==> src/rtl/pushbutton_debouncer.sv <==
// Four-key pushbutton debouncer: per-key 2-flop synchronizer, STABLE/CHECK
// debounce FSM with a saturating counter, registered press/release pulses and sticky press flags.

module pushbutton_debouncer_lane #(
  parameter int DEBOUNCE_CYCLES = 500000,
  parameter int CNT_W           = 20
) (
  input  logic clk,
  input  logic reset_n,
  input  logic key_n,
  input  logic clear_edge,
  output logic pushbutton,
  output logic press_pulse,
  output logic release_pulse,
  output logic edge_capture
);
  typedef enum logic {STABLE, CHECK} state_t;

  localparam logic [CNT_W-1:0] CNT_MAX = CNT_W'(DEBOUNCE_CYCLES - 1);
  localparam logic [CNT_W-1:0] CNT_ONE = CNT_W'(1);

  logic             sync1_q, sync2_q;
  logic             s;
  state_t           state_q, state_d;
  logic [CNT_W-1:0] cnt_q, cnt_d;
  logic             pb_q, pb_d, pb_prev_q;
  logic             press_q, release_q, ecap_q;

  // Synchronizer resets to the released level so nothing looks pressed out of reset.
  always_ff @(posedge clk or negedge reset_n) begin
    if (!reset_n) begin
      sync1_q <= 1'b1;
      sync2_q <= 1'b1;
    end else begin
      sync1_q <= key_n;
      sync2_q <= sync1_q;
    end
  end

  assign s = ~sync2_q;

  always_ff @(posedge clk or negedge reset_n) begin
    if (!reset_n) begin
      state_q <= STABLE;
      cnt_q   <= '0;
      pb_q    <= 1'b0;
    end else begin
      state_q <= state_d;
      cnt_q   <= cnt_d;
      pb_q    <= pb_d;
    end
  end

  always_comb begin
    state_d = state_q;
    cnt_d   = cnt_q;
    pb_d    = pb_q;
    unique case (state_q)
      STABLE: begin
        if (s != pb_q) begin
          state_d = CHECK;
          cnt_d   = CNT_ONE;
        end else begin
          cnt_d = '0;
        end
      end
      CHECK: begin
        if (s == pb_q) begin
          state_d = STABLE;
          cnt_d   = '0;
        end else if (cnt_q >= CNT_MAX) begin
          // Counter saturates here: accept the change instead of wrapping.
          pb_d    = ~pb_q;
          cnt_d   = '0;
          state_d = STABLE;
        end else begin
          cnt_d = cnt_q + CNT_ONE;
        end
      end
    endcase
  end

  // Pulses follow the debounced level by one cycle; a press pulse beats a same-cycle clear.
  always_ff @(posedge clk or negedge reset_n) begin
    if (!reset_n) begin
      pb_prev_q <= 1'b0;
      press_q   <= 1'b0;
      release_q <= 1'b0;
      ecap_q    <= 1'b0;
    end else begin
      pb_prev_q <= pb_q;
      press_q   <= pb_q & ~pb_prev_q;
      release_q <= ~pb_q & pb_prev_q;
      ecap_q    <= press_q | (ecap_q & ~clear_edge);
    end
  end

  assign pushbutton    = pb_q;
  assign press_pulse   = press_q;
  assign release_pulse = release_q;
  assign edge_capture  = ecap_q;
endmodule

module pushbutton_debouncer #(
  parameter int DEBOUNCE_CYCLES = 500000,
  parameter int CNT_W           = 20
) (
  input  logic       clk,
  input  logic       reset_n,
  input  logic [3:0] keys_n,
  input  logic [3:0] clear_edges,
  output logic [3:0] pushbuttons,
  output logic [3:0] press_pulse,
  output logic [3:0] release_pulse,
  output logic [3:0] edge_capture
);
  localparam int NUM_KEYS = 4;

  for (genvar i = 0; i < NUM_KEYS; i++) begin : g_key
    pushbutton_debouncer_lane #(
      .DEBOUNCE_CYCLES(DEBOUNCE_CYCLES),
      .CNT_W          (CNT_W)
    ) u_lane (
      .clk          (clk),
      .reset_n      (reset_n),
      .key_n        (keys_n[i]),
      .clear_edge   (clear_edges[i]),
      .pushbutton   (pushbuttons[i]),
      .press_pulse  (press_pulse[i]),
      .release_pulse(release_pulse[i]),
      .edge_capture (edge_capture[i])
    );
  end
endmodule

==> config.mk <==
export PLATFORM = sky130hd
export DESIGN_NAME = pushbutton_debouncer
export DESIGN_NICKNAME = d
export VERILOG_FILES = /design/src/rtl/pushbutton_debouncer.sv
export SDC_FILE = /design/constraint.sdc
export NUM_CORES = 1
export LEC_CHECK = 0
export BUFFER_PORTS_ARGS = -buffer_cell sky130_fd_sc_hd__buf_2
export CAP_MARGIN = 30
export CORE_ASPECT_RATIO = 1.2
export CORE_MARGIN = 1.5
export CORE_UTILIZATION = 35
export DETAILED_ROUTE_END_ITERATION = 16
export PLACE_DENSITY_LB_ADDON = 0.25
export SLEW_MARGIN = 20
export SYNTH_ARGS = -nofsm -noshare
export SYNTH_HDL_FRONTEND = slang
export SYNTH_HIERARCHICAL = 1
export SYNTH_SLANG_ARGS = --single-unit
==> constraint.sdc <==
create_clock -name clk -period 1.78 [get_ports clk]
set_clock_uncertainty 0.15 [all_clocks]
set_input_delay 0.356 -clock clk [delete_from_list [all_inputs] [get_ports clk]]
set_output_delay 0.356 -clock clk [all_outputs]
set_load 0.005 [all_outputs]
==> run_results.csv, run 1 <==
group,metric,value,unit
route,drc,0,
worst_setup_path,timing.rr.end,"g_key[2].u_lane/cnt_q[18]",
sta,worst_pin_slew,0.515,ns
sta,finalCriticalPeriod,1.77,ns
grt,grt_antenna_before_repair,0,
route,drt_iter0_markers,192,
worst_setup_path,cp-start-kind,"flip-flop",
synth,syn-num-nets,522,
clocking,clock_sinks,112,
placed_design,port_buffers,25,
grt,gr-total-overflow,0,
worst_setup_path,rrSetupSlack,0.01,ns
grt,grt_pass1_vias,4070,
power,power_leakage,0.00300,uW
synth,synth_top_cells_by_area,"dfrtp_1 (48%), xor2_1 (4.9%), dfstp_2 (3.9%)",
power,vdd_ir_drop_max,0.547,mV
floorplan,dieArea,16100,um2
sta,finalSetupViolations,0,
route,routed-wl-met3,201,um
sta,hold_viol,0,
worst_setup_path,required,1.91,ns
route,first_pass_iters,4,
flow_run,drv_cap,0,
worst_setup_path,crit_chain,"or4_4 > nand3_2 > o2111ai_4 > clkbuf_16 > a21oi_1",
sta,fmax,566,MHz
cells_and_area,nets,628,
synth,ys_types,45,
placed_design,dp.cells,785,
min_path,whs_endpoint,"g_key[3].u_lane/edge_capture",
clocking,path_clk_slew,0.07,ns
worst_setup_path,r2r_cells,5,
route,num_vias,4089,
cells_and_area,stdcell_count,823,
power,power_density,923,nW/um2
sta,rsz0062_at_grt,"true",
worst_setup_path,arrival,1.90,ns
floorplan,start_util,35.9,%
floorplan,ios,26,
clocking,cts_tree,"done",
floorplan,die_h,139,um
placed_design,hpwl,7180,um
sta,final_max_slew_viol_count,0,
grt,grt_max_degree,72,
cells_and_area,diodes,0,
clocking,htree_levels,3,
worst_setup_path,critical-path-max-stage-delay,0.53,ns
clocking,clock_latency,0.35,ns
synth,synth_top_area_cell,"dfrtp_1",
synth,netlist.area_leader.share,48.3,%
route,dr_wl_met2,5490,um
min_path,holdCritPathClass,"input port to flip-flop",
clocking,cts-root-buf,"clkbuf_16",
worst_setup_path,timing.rr.start,"g_key[2].u_lane/cnt_q[11]",
sta,finalSetupTns,0,ns
min_path,holdCritStartpoint,"clear_edges[3]",
worst_setup_path,crit_fanout,9,
synth,ys.warnings.count,6,
floorplan,core,15000,um2
worst_setup_path,end_kind,"flip-flop",
outcome,status,"finished, final reports clean",
route,ant_nets,0,
sta,finalCritPeriodShare,99.3,%
worst_setup_path,critPathKind,"flip-flop to flip-flop",
synth,synth.cell_area,5390,um2
grt,grt_first_pass_wirelength,18500,um
worst_setup_path,cp_top_family,"simple AND/OR/NAND/NOR gates",
route,met1_length,5170,um
min_path,holdPathStages,3,
route,top_layer_used,"met4",
clocking,cts_buffers,9,
cells_and_area,drive_above_1_share,31.2,%
route,drt-wirelength-per-cell,13.4,um
grt,grt_use_total,14.3,%
synth,netlist_instances,508,
sta,timing.slew.headroom,65.7,%
floorplan,die_w,116,um
synth,ys_seq_area_share,52.2,%
route,drt_wl_total,11100,um
synth,syn_area_per_cell,10.6,um2
synth,ys_ff_latch,112,
cells_and_area,area_delta_synth_final,28.3,%
worst_setup_path,cp.buffers_inverters,1,
placed_design,gp_congestion,0.772,
route,routed_via_density,4.97,
worst_setup_path,crit_slowest_cell,"or4_4",
floorplan,num_rows,49,
clocking,clock_path_buffers,2,
==> Yosys cell counts, drive strengths merged <==
cell type / count
nand4: 23
o31ai: 5
and3: 8
xor2: 30
nor4: 2
o21ai: 31
nor3: 12
o21a: 2
a22o: 1
or4: 9
nand2: 17
conb: 4
ha: 4
o311ai: 1
nor4b: 4
o211a: 3
o22ai: 3
o2111ai: 1
buf: 12
nand3: 28
a21oi: 34
or3: 29
and2: 10
a21o: 8
dfstp: 8
nor2b: 8
dfrtp: 104
and4: 15
xnor2: 15
or2: 3
nor2: 50
inv: 20
o211ai: 4
==> layout by cell type, fill, tap and decap left out, types with 6 or more instances in the layout <==
cell type  count
a21o_1         8
o21ai_0       28
nand3_1       20
a21oi_2       10
xor2_1        30
a21oi_1       24
and2_1        10
dfrtp_1      103
buf_12         6
inv_1         20
nor2_1        45
dfstp_2        8
clkbuf_16     11
or4_4          8
nand2_1       16
nor2b_1        8
buf_2         24
nand4_1       16
nor3_1        10
and4_1         8
or3_1         28
buf_4         69
xnor2_1       15
==> registers in the layout (all words and copies together), names as in the netlist <==
register	cells
g_key.u_lane/state_q	4
g_key.u_lane/cnt_q	80
g_key.u_lane/pb_prev_q	4
g_key.u_lane/press_pulse	4
g_key.u_lane/edge_capture	4
g_key.u_lane/sync1_q	4
g_key.u_lane/release_pulse	4
g_key.u_lane/sync2_q	4
g_key.u_lane/pushbutton	4
==> how the worst max path moves through the flow <==
stage | startpoint | to | slack (ns) | cells past startpoint
after floorplan | g_key[2].u_lane/cnt_q[11] | g_key[2].u_lane/cnt_q[9] | 0.0001 | 6
after global routing | g_key[2].u_lane/cnt_q[0] | g_key[2].u_lane/cnt_q[3] | -0.08 | 6
final | g_key[2].u_lane/cnt_q[11] | g_key[2].u_lane/cnt_q[18] | 0.01 | 5
after detailed placement | g_key[3].u_lane/cnt_q[12] | g_key[3].u_lane/cnt_q[10] | -0.04 | 4
after CTS | g_key[3].u_lane/cnt_q[12] | g_key[3].u_lane/pushbutton | -0.0007 | 4
after global placement | g_key[2].u_lane/cnt_q[1] | g_key[2].u_lane/cnt_q[18] | 0.02 | 5
==> layer usage <==
metal | vias to the layer above | global-route usage (%)
met5 | - | 0
met4 | 0 | 6.16
met3 | 13 | 2.23
met2 | 48 | 23.7
met1 | 1999 | 18.2
li1 | 2029 | -
==> cell families after synthesis <==
| group | count (synthesis) | share of synthesized area [%] |
|---|---|---|
| compound gates | 93 | 11.4 |
| xor+xnor | 45 | 7.32 |
| fa+ha+maj | 4 | 0.929 |
| buf+inv | 32 | 3.11 |
| flops | 112 | 52.2 |
| other cells | 4 | 0.279 |
| simple gates | 218 | 24.8 |
==> cell type report <==
type	instances	area, um2
Clock buffer	14	284
Clock inverter	2	12.5
Fill cell	1424	8110
Inverter	20	75.1
Multi-Input combinational cell	364	2600
Sequential cell	112	2810
Tap cell	204	255
Timing Repair Buffer	107	870
==> worst min-delay path: stages <==
cell and delay, ns:
buf_2 0.10, inv_1 0.04, a21o_1 0.10
==> what timing repair did <==
item                                   in CTS  in global routing
setup buffers                               2                 13
resized for setup                           3                 47
pin swaps                                   1                 15
hold buffers                                5                  0
cloned                                      0                  2
endpoints found under the hold margin     108                  0
setup endpoints to repair                  19                 52
==> metrics by stage <==
step | total power [uW] | hold WS (ns) | utilization [%] | worst slack, ns | cell area (um2)
detailed placement | 4280 | 0.00769 | 41.1 | -0.0439 | 6180
finish | 6380 | 0.119 | 46.0 | 0.0123 | 6910
global route | 6760 | 0.121 | 46.0 | -0.0805 | 6910
floorplan | 3740 | -0.0896 | - | 0.000128 | 5390
CTS | 6350 | 0.107 | 43.7 | -0.000701 | 6560
global placement | 4240 | 0.00869 | 41.1 | 0.0245 | 6180
==> report_power, final <==
group	switching [uW]	internal [uW]	total, uW
clock	897	1100	2000
sequential	218	2870	3090
combinational	637	651	1290
No activity file was read; power rests on OpenSTA's default activity.
==> run 2, diff against run 1 <==
SYNTH_HIERARCHICAL = not set   (was 1)
==> run_results.csv, run 2 <==
group,metric,value,unit
clocking,htree_levels,3,
synth,ys_ff_latch,112,
sta,whs,0.112,ns
cells_and_area,regMostFlops,"g_key.u_lane.cnt_q",
grt,gr-total-overflow,0,
power,power_leakage,0.00291,uW
outcome,status,"complete, but fails checks",
power,p_sw,1930,uW
cells_and_area,layout_commonest_cell,"dfrtp_1",
sta,hold_viol,0,
cells_and_area,area_delta_synth_final,35.4,%
power,power_density,936,nW/um2
route,first_pass_iters,4,
sta,finalCriticalPeriod,1.85,ns
clocking,clock_sinks,112,
cells_and_area,fillers,1373,
grt,grt_first_pass_wirelength,18900,um
sta,finalSetupViolations,27,
synth,netlist.area_leader.share,49.3,%
floorplan,num_rows,49,
synth,synth_top_area_cell,"dfrtp_1",
floorplan,core,14900,um2
synth,synthTopCellsByCount,"dfrtp_1 (104), nor2_1 (67), xnor2_1 (30)",
floorplan,dieArea,15800,um2
clocking,clock_latency,0.36,ns
power,p_int,4770,uW
floorplan,ios,26,
outcome,violations,"setup timing",
route,num_vias,4065,
worst_setup_path,end_kind,"flip-flop",
sta,fmax,541,MHz
route,routed_via_density,4.87,
floorplan,start_util,35.4,%
grt,grt_use_total,15.0,%
synth,synth_top_flop_cell,"dfrtp_1",
cells_and_area,diodes,0,
floorplan,die_w,115,um
placed_design,hpwl,7430,um
grt,grt_antenna_before_repair,0,
synth,syn_area_per_cell,10.4,um2
route,drt_iter0_markers,112,
synth,synth.cell_area,5280,um2
cells_and_area,nets,640,
power,p_clk_share,30.5,%
sta,fin_ws,-0.0680,ns
synth,ys_types,48,
cells_and_area,drive_above_1_share,38.2,%
power,switching_share,28.8,%
synth,yosysMostFrequentCell,"dfrtp_1",
route,drt_wl_total,11200,um
clocking,cts-root-buf,"clkbuf_16",
synth,synth_top_cells_by_area,"dfrtp_1 (49%), xnor2_1 (5.0%), nor2_1 (4.8%)",
placed_design,gp_congestion,0.798,
floorplan,die_h,138,um
placed_design,port_buffers,25,
power,power_frac_seq,47.2,%
route,drt-wirelength-per-cell,13.5,um
route,ant_nets,0,
clocking,cts_buffers,9,
cells_and_area,multiInputGateArea,2660,um2
worst_setup_path,critPathKind,"flip-flop to flip-flop",
route,drc,0,
sta,finalCritPeriodShare,104,%
worst_setup_path,cp-start-kind,"flip-flop",
cells_and_area,regArea,2820,um2
grt,grt_max_degree,38,
synth,netlist_instances,510,
power,vdd_ir_drop_max,0.507,mV
worst_setup_path,arrival,1.98,ns
worst_setup_path,required,1.91,ns
grt,grt_pass1_vias,4156,
power,comb_power_share,22.3,%
clocking,clock_path_buffers,2,
synth,asyncSetResetFlopFracSynth,100,%
worst_setup_path,crit_fanout,3,
clocking,path_clk_slew,0.07,ns
cells_and_area,layout_common_cells,"dfrtp_1 (102), buf_4 (83), nor2_1 (37), xnor2_1 (30)",
min_path,holdCritPathClass,"input port to flip-flop",
synth,ys.warnings.count,0,
sta,finalSetupTns,-0.703,ns
synth,ys_seq_area_share,53.3,%
cells_and_area,largest_register_ff_count,80,
sta,final_max_slew_viol_count,0,
synth,synth_edf_count,0,
sta,rsz0062_at_grt,"true",
flow_run,drv_cap,0,
clocking,cts_tree,"done",
run 2: cell type report:
cell class                      count  share of cell area [%]
Clock inverter                      5                   0.787
Clock buffer                       11                    3.39
Inverter                           25                    1.31
Tap cell                          204                    3.57
Multi-Input combinational cell    351                    37.2
Sequential cell                   112                    39.4
Timing Repair Buffer              127                    14.3
run 2: what timing repair did:
item,4_1_cts,5_1_grt
endpoints found under the setup margin,54,78
pin swaps,14,28
buffers inserted,7,5
endpoints found under the hold margin,29,0
gates resized for setup,29,88
hold buffers,5,0
gates cloned,1,4
run 2: cell families after synthesis:
kind of cell	after synthesis	share of synthesized area, %
other	1	0.0710
buffers and inverters	50	4.95
DFF	112	53.3
AOI/OAI and AO/OA	72	10.0
xor gates and xnor gates	55	9.12
adders and majority gates	4	0.948
and+or+nand+nor	216	21.6
run 2: power by group through the flow:
stage | sequential, uW | clock (uW) | combinational (uW)
after floorplan | 3160 | 0 | 900
after global placement | 3190 | 0 | 1150
after detailed placement | 3210 | 0 | 1180
after CTS | 3160 | 2120 | 1260
after global routing | 3220 | 2200 | 1660
final | 3160 | 2040 | 1500
run 2: routing by layer:
layer | vias to the layer above | part of all wire, % | global-route usage [%] | wire (um)
met4 | 0 | 1.9 | 6.38 | 219
met3 | 16 | 1.8 | 2.95 | 206
met2 | 32 | 51 | 26.3 | 5710
met5 | - | 0 | 0 | 0
li1 | 2008 | - | - | -
met1 | 2009 | 45 | 17.9 | 5110
run 2: worst max-delay path, cell delays in order (launching register included):
cell and delay (ns):
dfrtp_1 0.36, ha_2 0.20, nand4_1 0.13, or4_4 0.50, or3_1 0.31, a21oi_1 0.12
run 2: per-stage QoR:
stage / worst slack, ns / area, um2 / utilization [%] / instances / total power [uW]
2_1_floorplan: -0.0571 / 5350 / - / 513 / 4060
3_3_place_gp: -0.0400 / 6200 / 41.6 / 797 / 4340
3_5_place_dp: -0.0978 / 6200 / 41.6 / 797 / 4390
4_1_cts: -0.0638 / 6710 / 45.0 / 826 / 6550
5_1_grt: -0.116 / 7150 / 48.0 / 835 / 7090
6_report: -0.0680 / 7150 / 48.0 / 835 / 6700
run 2: worst paths after layout:
| path | slack [ns] | from | depth (start not counted) | end |
|---|---|---|---|---|
| min reg2reg | 0.21 | g_key[2].u_lane.sync1_q | 0 | g_key[2].u_lane.sync2_q |
| max in group asynchronous | 0.54 | reset_n | 3 | g_key[3].u_lane.sync1_q |
| min | 0.11 | clear_edges[3] | 3 | g_key[3].u_lane.edge_capture |
| max reg2reg | -0.07 | g_key[2].u_lane.cnt_q[0] | 5 | g_key[2].u_lane.cnt_q[16] |
| max | -0.07 | g_key[2].u_lane.cnt_q[0] | 5 | g_key[2].u_lane.cnt_q[16] |
| min in group asynchronous | 0.32 | reset_n | 2 | g_key[0].u_lane.cnt_q[18] |
